[src/rtl/bibuf_bus_arbiter_if.sv]
// Handshake bundle between the shared-bus requesters and the round-robin arbiter.
//   REQ   : per-requester level request (requesters -> arbiter)
//   GNT   : one-hot registered grant, one BIBUF EN per requester (arbiter -> requesters)
//   OWNER : index of the current or most recent owner
//   BUSY  : arbiter is granting or in a turnaround gap
// slave modport is the arbiter side, master modport is the requester side.
interface bibuf_bus_arbiter_if #(
  parameter int N = 4
);
  localparam int PW = (N > 1) ? $clog2(N) : 1;

  logic [N-1:0]  REQ;
  logic [N-1:0]  GNT;
  logic [PW-1:0] OWNER;
  logic          BUSY;

  modport slave  (input REQ, output GNT, output OWNER, output BUSY);
  modport master (output REQ, input GNT, input OWNER, input BUSY);
endinterface

[src/rtl/bibuf_bus_arbiter.sv]
// Round-robin arbiter for one bidirectional pad bus shared by N requesters.
// Grants are one-hot and registered so they can drive tri-state enables
// directly; each tenure is capped at HOLD cycles and followed by TURN dead
// cycles so two drivers never overlap on the pads.
// Ports:
//   CLK : clock, rising edge
//   RST : synchronous active-high reset
//   bus : slave side of bibuf_bus_arbiter_if (REQ in; GNT, OWNER, BUSY out)
module bibuf_bus_arbiter #(
  parameter int N    = 4,
  parameter int HOLD = 8,
  parameter int TURN = 1
) (
  input  logic                    CLK,
  input  logic                    RST,
  bibuf_bus_arbiter_if.slave      bus
);
  localparam int PW = (N > 1)    ? $clog2(N)    : 1;
  localparam int CW = (HOLD > 1) ? $clog2(HOLD) : 1;
  localparam int TW = $clog2(TURN + 1);
  localparam logic [N-1:0] ONE = N'(1);

  typedef enum logic [1:0] {IDLE, GRANT, TURNARD} state_t;

  state_t        state, state_n;
  logic [N-1:0]  gnt, gnt_n;
  logic [PW-1:0] owner, owner_n;
  logic [PW-1:0] ptr, ptr_n;
  logic [CW-1:0] cnt, cnt_n;
  logic [TW-1:0] tc, tc_n;

  logic          win_vld;
  logic [PW-1:0] win;
  int            idx;

  // Rotating priority search from ptr; the wrap is done explicitly so
  // non-power-of-two N never lands on a nonexistent requester.
  always_comb begin
    win_vld = 1'b0;
    win     = '0;
    idx     = 0;
    for (int i = 0; i < N; i++) begin
      idx = int'(ptr) + i;
      if (idx >= N) idx = idx - N;
      if (!win_vld && bus.REQ[idx]) begin
        win_vld = 1'b1;
        win     = PW'(idx);
      end
    end
  end

  always_comb begin
    state_n = state;
    gnt_n   = '0;
    owner_n = owner;
    ptr_n   = ptr;
    cnt_n   = cnt;
    tc_n    = tc;
    case (state)
      IDLE: begin
        if (win_vld) begin
          state_n = GRANT;
          gnt_n   = ONE << win;
          owner_n = win;
          cnt_n   = '0;
        end
      end
      GRANT: begin
        // REQ drop and HOLD expiry collapse into the same single release.
        if (!bus.REQ[owner] || cnt == CW'(HOLD - 1)) begin
          state_n = TURNARD;
          tc_n    = '0;
          ptr_n   = (owner == PW'(N - 1)) ? '0 : owner + 1'b1;
        end else begin
          gnt_n = gnt;
          cnt_n = cnt + 1'b1;
        end
      end
      TURNARD: begin
        // Only the last dead cycle looks at REQ, using the rotated pointer.
        if (tc == TW'(TURN - 1)) begin
          if (win_vld) begin
            state_n = GRANT;
            gnt_n   = ONE << win;
            owner_n = win;
            cnt_n   = '0;
          end else begin
            state_n = IDLE;
          end
        end else begin
          tc_n = tc + 1'b1;
        end
      end
      default: state_n = IDLE;
    endcase
  end

  always_ff @(posedge CLK) begin
    if (RST) begin
      state <= IDLE;
      gnt   <= '0;
      owner <= '0;
      ptr   <= '0;
      cnt   <= '0;
      tc    <= '0;
    end else begin
      state <= state_n;
      gnt   <= gnt_n;
      owner <= owner_n;
      ptr   <= ptr_n;
      cnt   <= cnt_n;
      tc    <= tc_n;
    end
  end

  assign bus.GNT   = gnt;
  assign bus.OWNER = owner;
  assign bus.BUSY  = (state != IDLE);
endmodule

[src/flat_wrapper.sv]
// flat-port wrapper written by rule: the top's interface ports become plain ports
module bibuf_bus_arbiter_flat 
#(
  parameter int N    = 4,
  parameter int HOLD = 8,
  parameter int TURN = 1
)
  (CLK, RST, bus_REQ, bus_GNT, bus_OWNER, bus_BUSY);
  bibuf_bus_arbiter_if #(.N(N)) bus_i ();
  input  logic CLK;
  input  logic RST;
  input wire logic [$bits(bus_i.REQ)-1:0] bus_REQ;
  output wire logic [$bits(bus_i.GNT)-1:0] bus_GNT;
  output wire logic [$bits(bus_i.OWNER)-1:0] bus_OWNER;
  output wire logic [$bits(bus_i.BUSY)-1:0] bus_BUSY;
  assign bus_i.REQ = bus_REQ;
  assign bus_GNT = bus_i.GNT;
  assign bus_OWNER = bus_i.OWNER;
  assign bus_BUSY = bus_i.BUSY;
  bibuf_bus_arbiter #(.N(N), .HOLD(HOLD), .TURN(TURN)) u_core (.CLK(CLK), .RST(RST), .bus(bus_i));
endmodule
[config.mk]
export PLATFORM = sky130hd
export DESIGN_NAME = bibuf_bus_arbiter_flat
export DESIGN_NICKNAME = d
export VERILOG_FILES = /design/src/rtl/bibuf_bus_arbiter_if.sv /design/src/rtl/bibuf_bus_arbiter.sv /design/src/flat_wrapper.sv
export SDC_FILE = /design/constraint.sdc
export NUM_CORES = 1
export LEC_CHECK = 0
export BUFFER_PORTS_ARGS = -buffer_cell sky130_fd_sc_hd__buf_2
export CAP_MARGIN = 20
export CORE_AREA = 2 2 39 41
export DETAILED_ROUTE_END_ITERATION = 7
export DIE_AREA = 0 0 41 43
export MAX_ROUTING_LAYER = met4
export PLACE_DENSITY = 0.72
export SLEW_MARGIN = 20
export SYNTH_ARGS = -nofsm -noshare
export SYNTH_HDL_FRONTEND = slang
export SYNTH_SLANG_ARGS = --single-unit
[constraint.sdc]
create_clock -name CLK -period 2 [get_ports CLK]
set_input_delay 0.2 -clock CLK [delete_from_list [all_inputs] [get_ports CLK]]
set_output_delay 0.2 -clock CLK [all_outputs]
set_load 0.005 [all_outputs]
==> results.py <==
metrics = {
    "floorplanning": {
        "ios": 13,
        "die-area_um2": 1760,
        "start_util": 0.464,
        "std_cell_rows": 14,
        "fp.dieW_um": 41,
        "die_h_um": 43,
        "core-area_um2": 1380,
    },
    "synthesis": {
        "synth-compound-area-share": 0.164,
        "synth.most_common_cell": "dfxtp_1",
        "synthSimpleGateAreaFrac": 0.269,
        "synth_edf_count": 0,
        "synth.distinct_cells": 27,
        "synth_fa_ha_area_frac": 0.0585,
        "yosysTopAreaCellShare": 0.405,
        "netlist_instances": 73,
        "synth_area_um2": 642,
        "synthArstFlopShare": 0,
        "synthXorXnorAreaFrac": 0,
        "synth_top_area_cell": "dfxtp_1",
        "yosysSeqAreaShare": 0.405,
        "synth-seq-cells": 13,
        "syn-num-nets": 82,
        "synth_top_family_by_area": "simple AND/OR/NAND/NOR gates",
        "synth_area_leaders": "dfxtp_1 41%, mux2i_1 7.8%, a21oi_1 7.0%",
        "yosys_most_used_dff": "dfxtp_1",
        "ys.warnings.count": 0,
        "muxShareOfSynthArea": 0.0780,
        "avgSynthCellArea_um2": 8.79,
        "synth_common_cells": "13 x dfxtp_1, 11 x nor2_1, 9 x a21oi_1",
    },
    "setup_path": {
        "worstSetupPathType": "reg2reg",
        "worstSetupStartpointType": "register",
        "worst_setup_path_end_kind": "register",
        "path_delay_family": "simple AND/OR/NAND/NOR gates",
        "cpMostUsedCell": "ha_1",
        "crit_path_max_fanout": 6,
        "cp.required_ns": 2.17,
        "crit_buf_inv": 0,
        "worst_path_max_delay_cell": "dfxtp_1",
        "worstPathArrival_ns": 1.94,
        "critPathMaxStageDelay_ns": 0.33,
        "cp_cell_sequence": "ha_1 > ha_1 > or2_2 > o22ai_1 > nand2b_1 > and3_1 > o21a_1",
    },
    "clocking": {
        "cts_sinks": 13,
        "clockBufferDepth": 2,
        "cts_hold_buf": 0,
        "cts_resized": 0,
        "clkTransAtPathRegs_ns": 0.08,
        "postCtsSetupRepairBufs": 0,
        "htreeDepth": 1,
        "clk_latency_ns": 0.27,
        "root_buffer": "clkbuf_4",
        "cts_tree": "done",
        "cts_made_buffers": 3,
    },
    "finish": {
        "stdcell_count": 105,
        "layout.nets": 99,
        "fill_cells": 132,
        "final_layout_size_suffix_gt1_frac": 0.225,
        "post-route-util": 0.540,
        "syn_to_final_growth_pct": 16.4,
        "n_antenna_cell": 0,
    },
    "detailed_routing": {
        "drcViolationCount": 0,
        "via_per_inst": 5.33,
        "drt-wirelength-per-cell_um": 11.5,
        "drtIter0Drc": 6,
        "ant_nets": 0,
        "drtPass1Iterations": 2,
        "routed_wl_um": 1210,
        "vias": 560,
    },
    "sta": {
        "rsz0062_at_grt": "false",
        "hold_viol": 0,
        "timing.fmax_ghz": 0.565,
        "finClkSkew_ns": 0.00233,
        "setup_tns_ns": 0,
        "tightest_slew_ns": 0.293,
        "finalCritPeriodShare": 0.885,
        "maxSlewHeadroom": 0.805,
        "setup-violations-final": 0,
        "final.min_clock_period_ns": 1.77,
        "slew_violations": 0,
    },
    "placed_design": {
        "dp_hpwl_um": 978,
        "portBuffers": 12,
        "placedCellCount": 101,
        "routabilityCongestion": 0.749,
    },
    "pwr": {
        "switching_share": 0.269,
        "p_sw_w": 0.000149,
        "seqPwrFrac": 0.521,
        "vdd_ir_drop_max_uv": 345,
        "power_frac_clock": 0.283,
        "finalPower_w": 0.000556,
        "pwr-share-comb": 0.197,
        "p_per_area_nw_per_um2": 744,
        "leakagePower_nw": 0.344,
        "p_int_w": 0.000406,
    },
    "grt": {
        "antenna_found_initial": 0,
        "grt_pass1_vias": 576,
        "grt_overflow_total": 0,
        "grt_max_degree": 14,
        "grt_use_total": 0.195,
        "grt_pass1_wl_um": 2290,
    },
    "hold_path": {
        "min_path_type": "in2reg",
    },
    "status": {
        "outcome": "completed",
    },
    "job": {
        "cap_violations": 0,
    },
}
## power by group through the flow
| stage | clock network [W] | logic (W) | registers (W) |
|---|---|---|---|
| floorplan | 0 | 0.0000733 | 0.000294 |
| global placement | 0 | 0.000107 | 0.000295 |
| detailed placement | 0 | 0.000109 | 0.000296 |
| CTS | 0.000162 | 0.000110 | 0.000290 |
| global route | 0.000175 | 0.000126 | 0.000292 |
| finish | 0.000157 | 0.000109 | 0.000289 |
## registers in the layout (all words and copies together) (netlist names)
name / flops
u_core.cnt: 3
u_core.ptr: 2
u_core.state: 2
u_core.bus.GNT: 4
u_core.bus.OWNER: 2
## kinds of logic after synthesis
group           after synthesis
compound gates               16
fa+ha+maj                     3
buf+inv                       3
flops                        13
mux                           5
simple gates                 33
## worst paths after layout
kind              slack (ns)  cells past startpoint                              to                      startpoint
setup / recovery        0.23                      7      u_core.cnt[0]$_SDFFE_PP0P_      u_core.cnt[0]$_SDFFE_PP0P_
hold / removal          0.25                      2  u_core.bus.GNT[3]$_SDFFE_PP0P_                             RST
setup reg to reg        0.23                      7      u_core.cnt[0]$_SDFFE_PP0P_      u_core.cnt[0]$_SDFFE_PP0P_
hold reg to reg         0.45                      2  u_core.bus.GNT[3]$_SDFFE_PP0P_  u_core.bus.GNT[3]$_SDFFE_PP0P_
## layer usage
layer | up-vias | global-route usage | wire length [µm]
met5 | - | - | 0
met1 | 261 | 0.235 | 533
met4 | 0 | 0.100 | 9
met3 | 2 | 0.0471 | 41
li1 | 289 | - | -
met2 | 8 | 0.291 | 625
## stage by stage
stage / setup WS (ns) / area [µm²] / hold slack, ns
2_1_floorplan: 0.263 / 642 / 0.363
3_3_place_gp: 0.300 / 721 / 0.441
3_5_place_dp: 0.236 / 721 / 0.444
4_1_cts: 0.221 / 747 / 0.244
5_1_grt: 0.0506 / 747 / 0.276
6_report: 0.231 / 747 / 0.251
## placed cells by master (no fill, tap or decap), drive strengths merged, types with 2 or more instances in the layout
| cell | Yosys | layout |
|---|---|---|
| dfxtp | 13 | 13 |
| buf | 0 | 13 |
| nor2 | 11 | 11 |
| a21oi | 9 | 9 |
| mux2i | 5 | 5 |
| nand2 | 5 | 5 |
| nand2b | 4 | 4 |
| clkbuf | 0 | 4 |
| ha | 3 | 3 |
| or2 | 2 | 2 |
| inv | 2 | 2 |
| nand3 | 2 | 2 |
| and2b | 2 | 2 |
## final cells by class
class | count | area [µm²] | share of cell area
inverters | 2 | 7.51 | 0.0101
flip-flops and latches | 13 | 260 | 0.348
well taps | 16 | 20.0 | 0.0268
repair buffers | 13 | 67.6 | 0.0905
multi-input cells | 57 | 365 | 0.489
clock buffers | 4 | 26.3 | 0.0352
(Power assumes the default switching activity.)
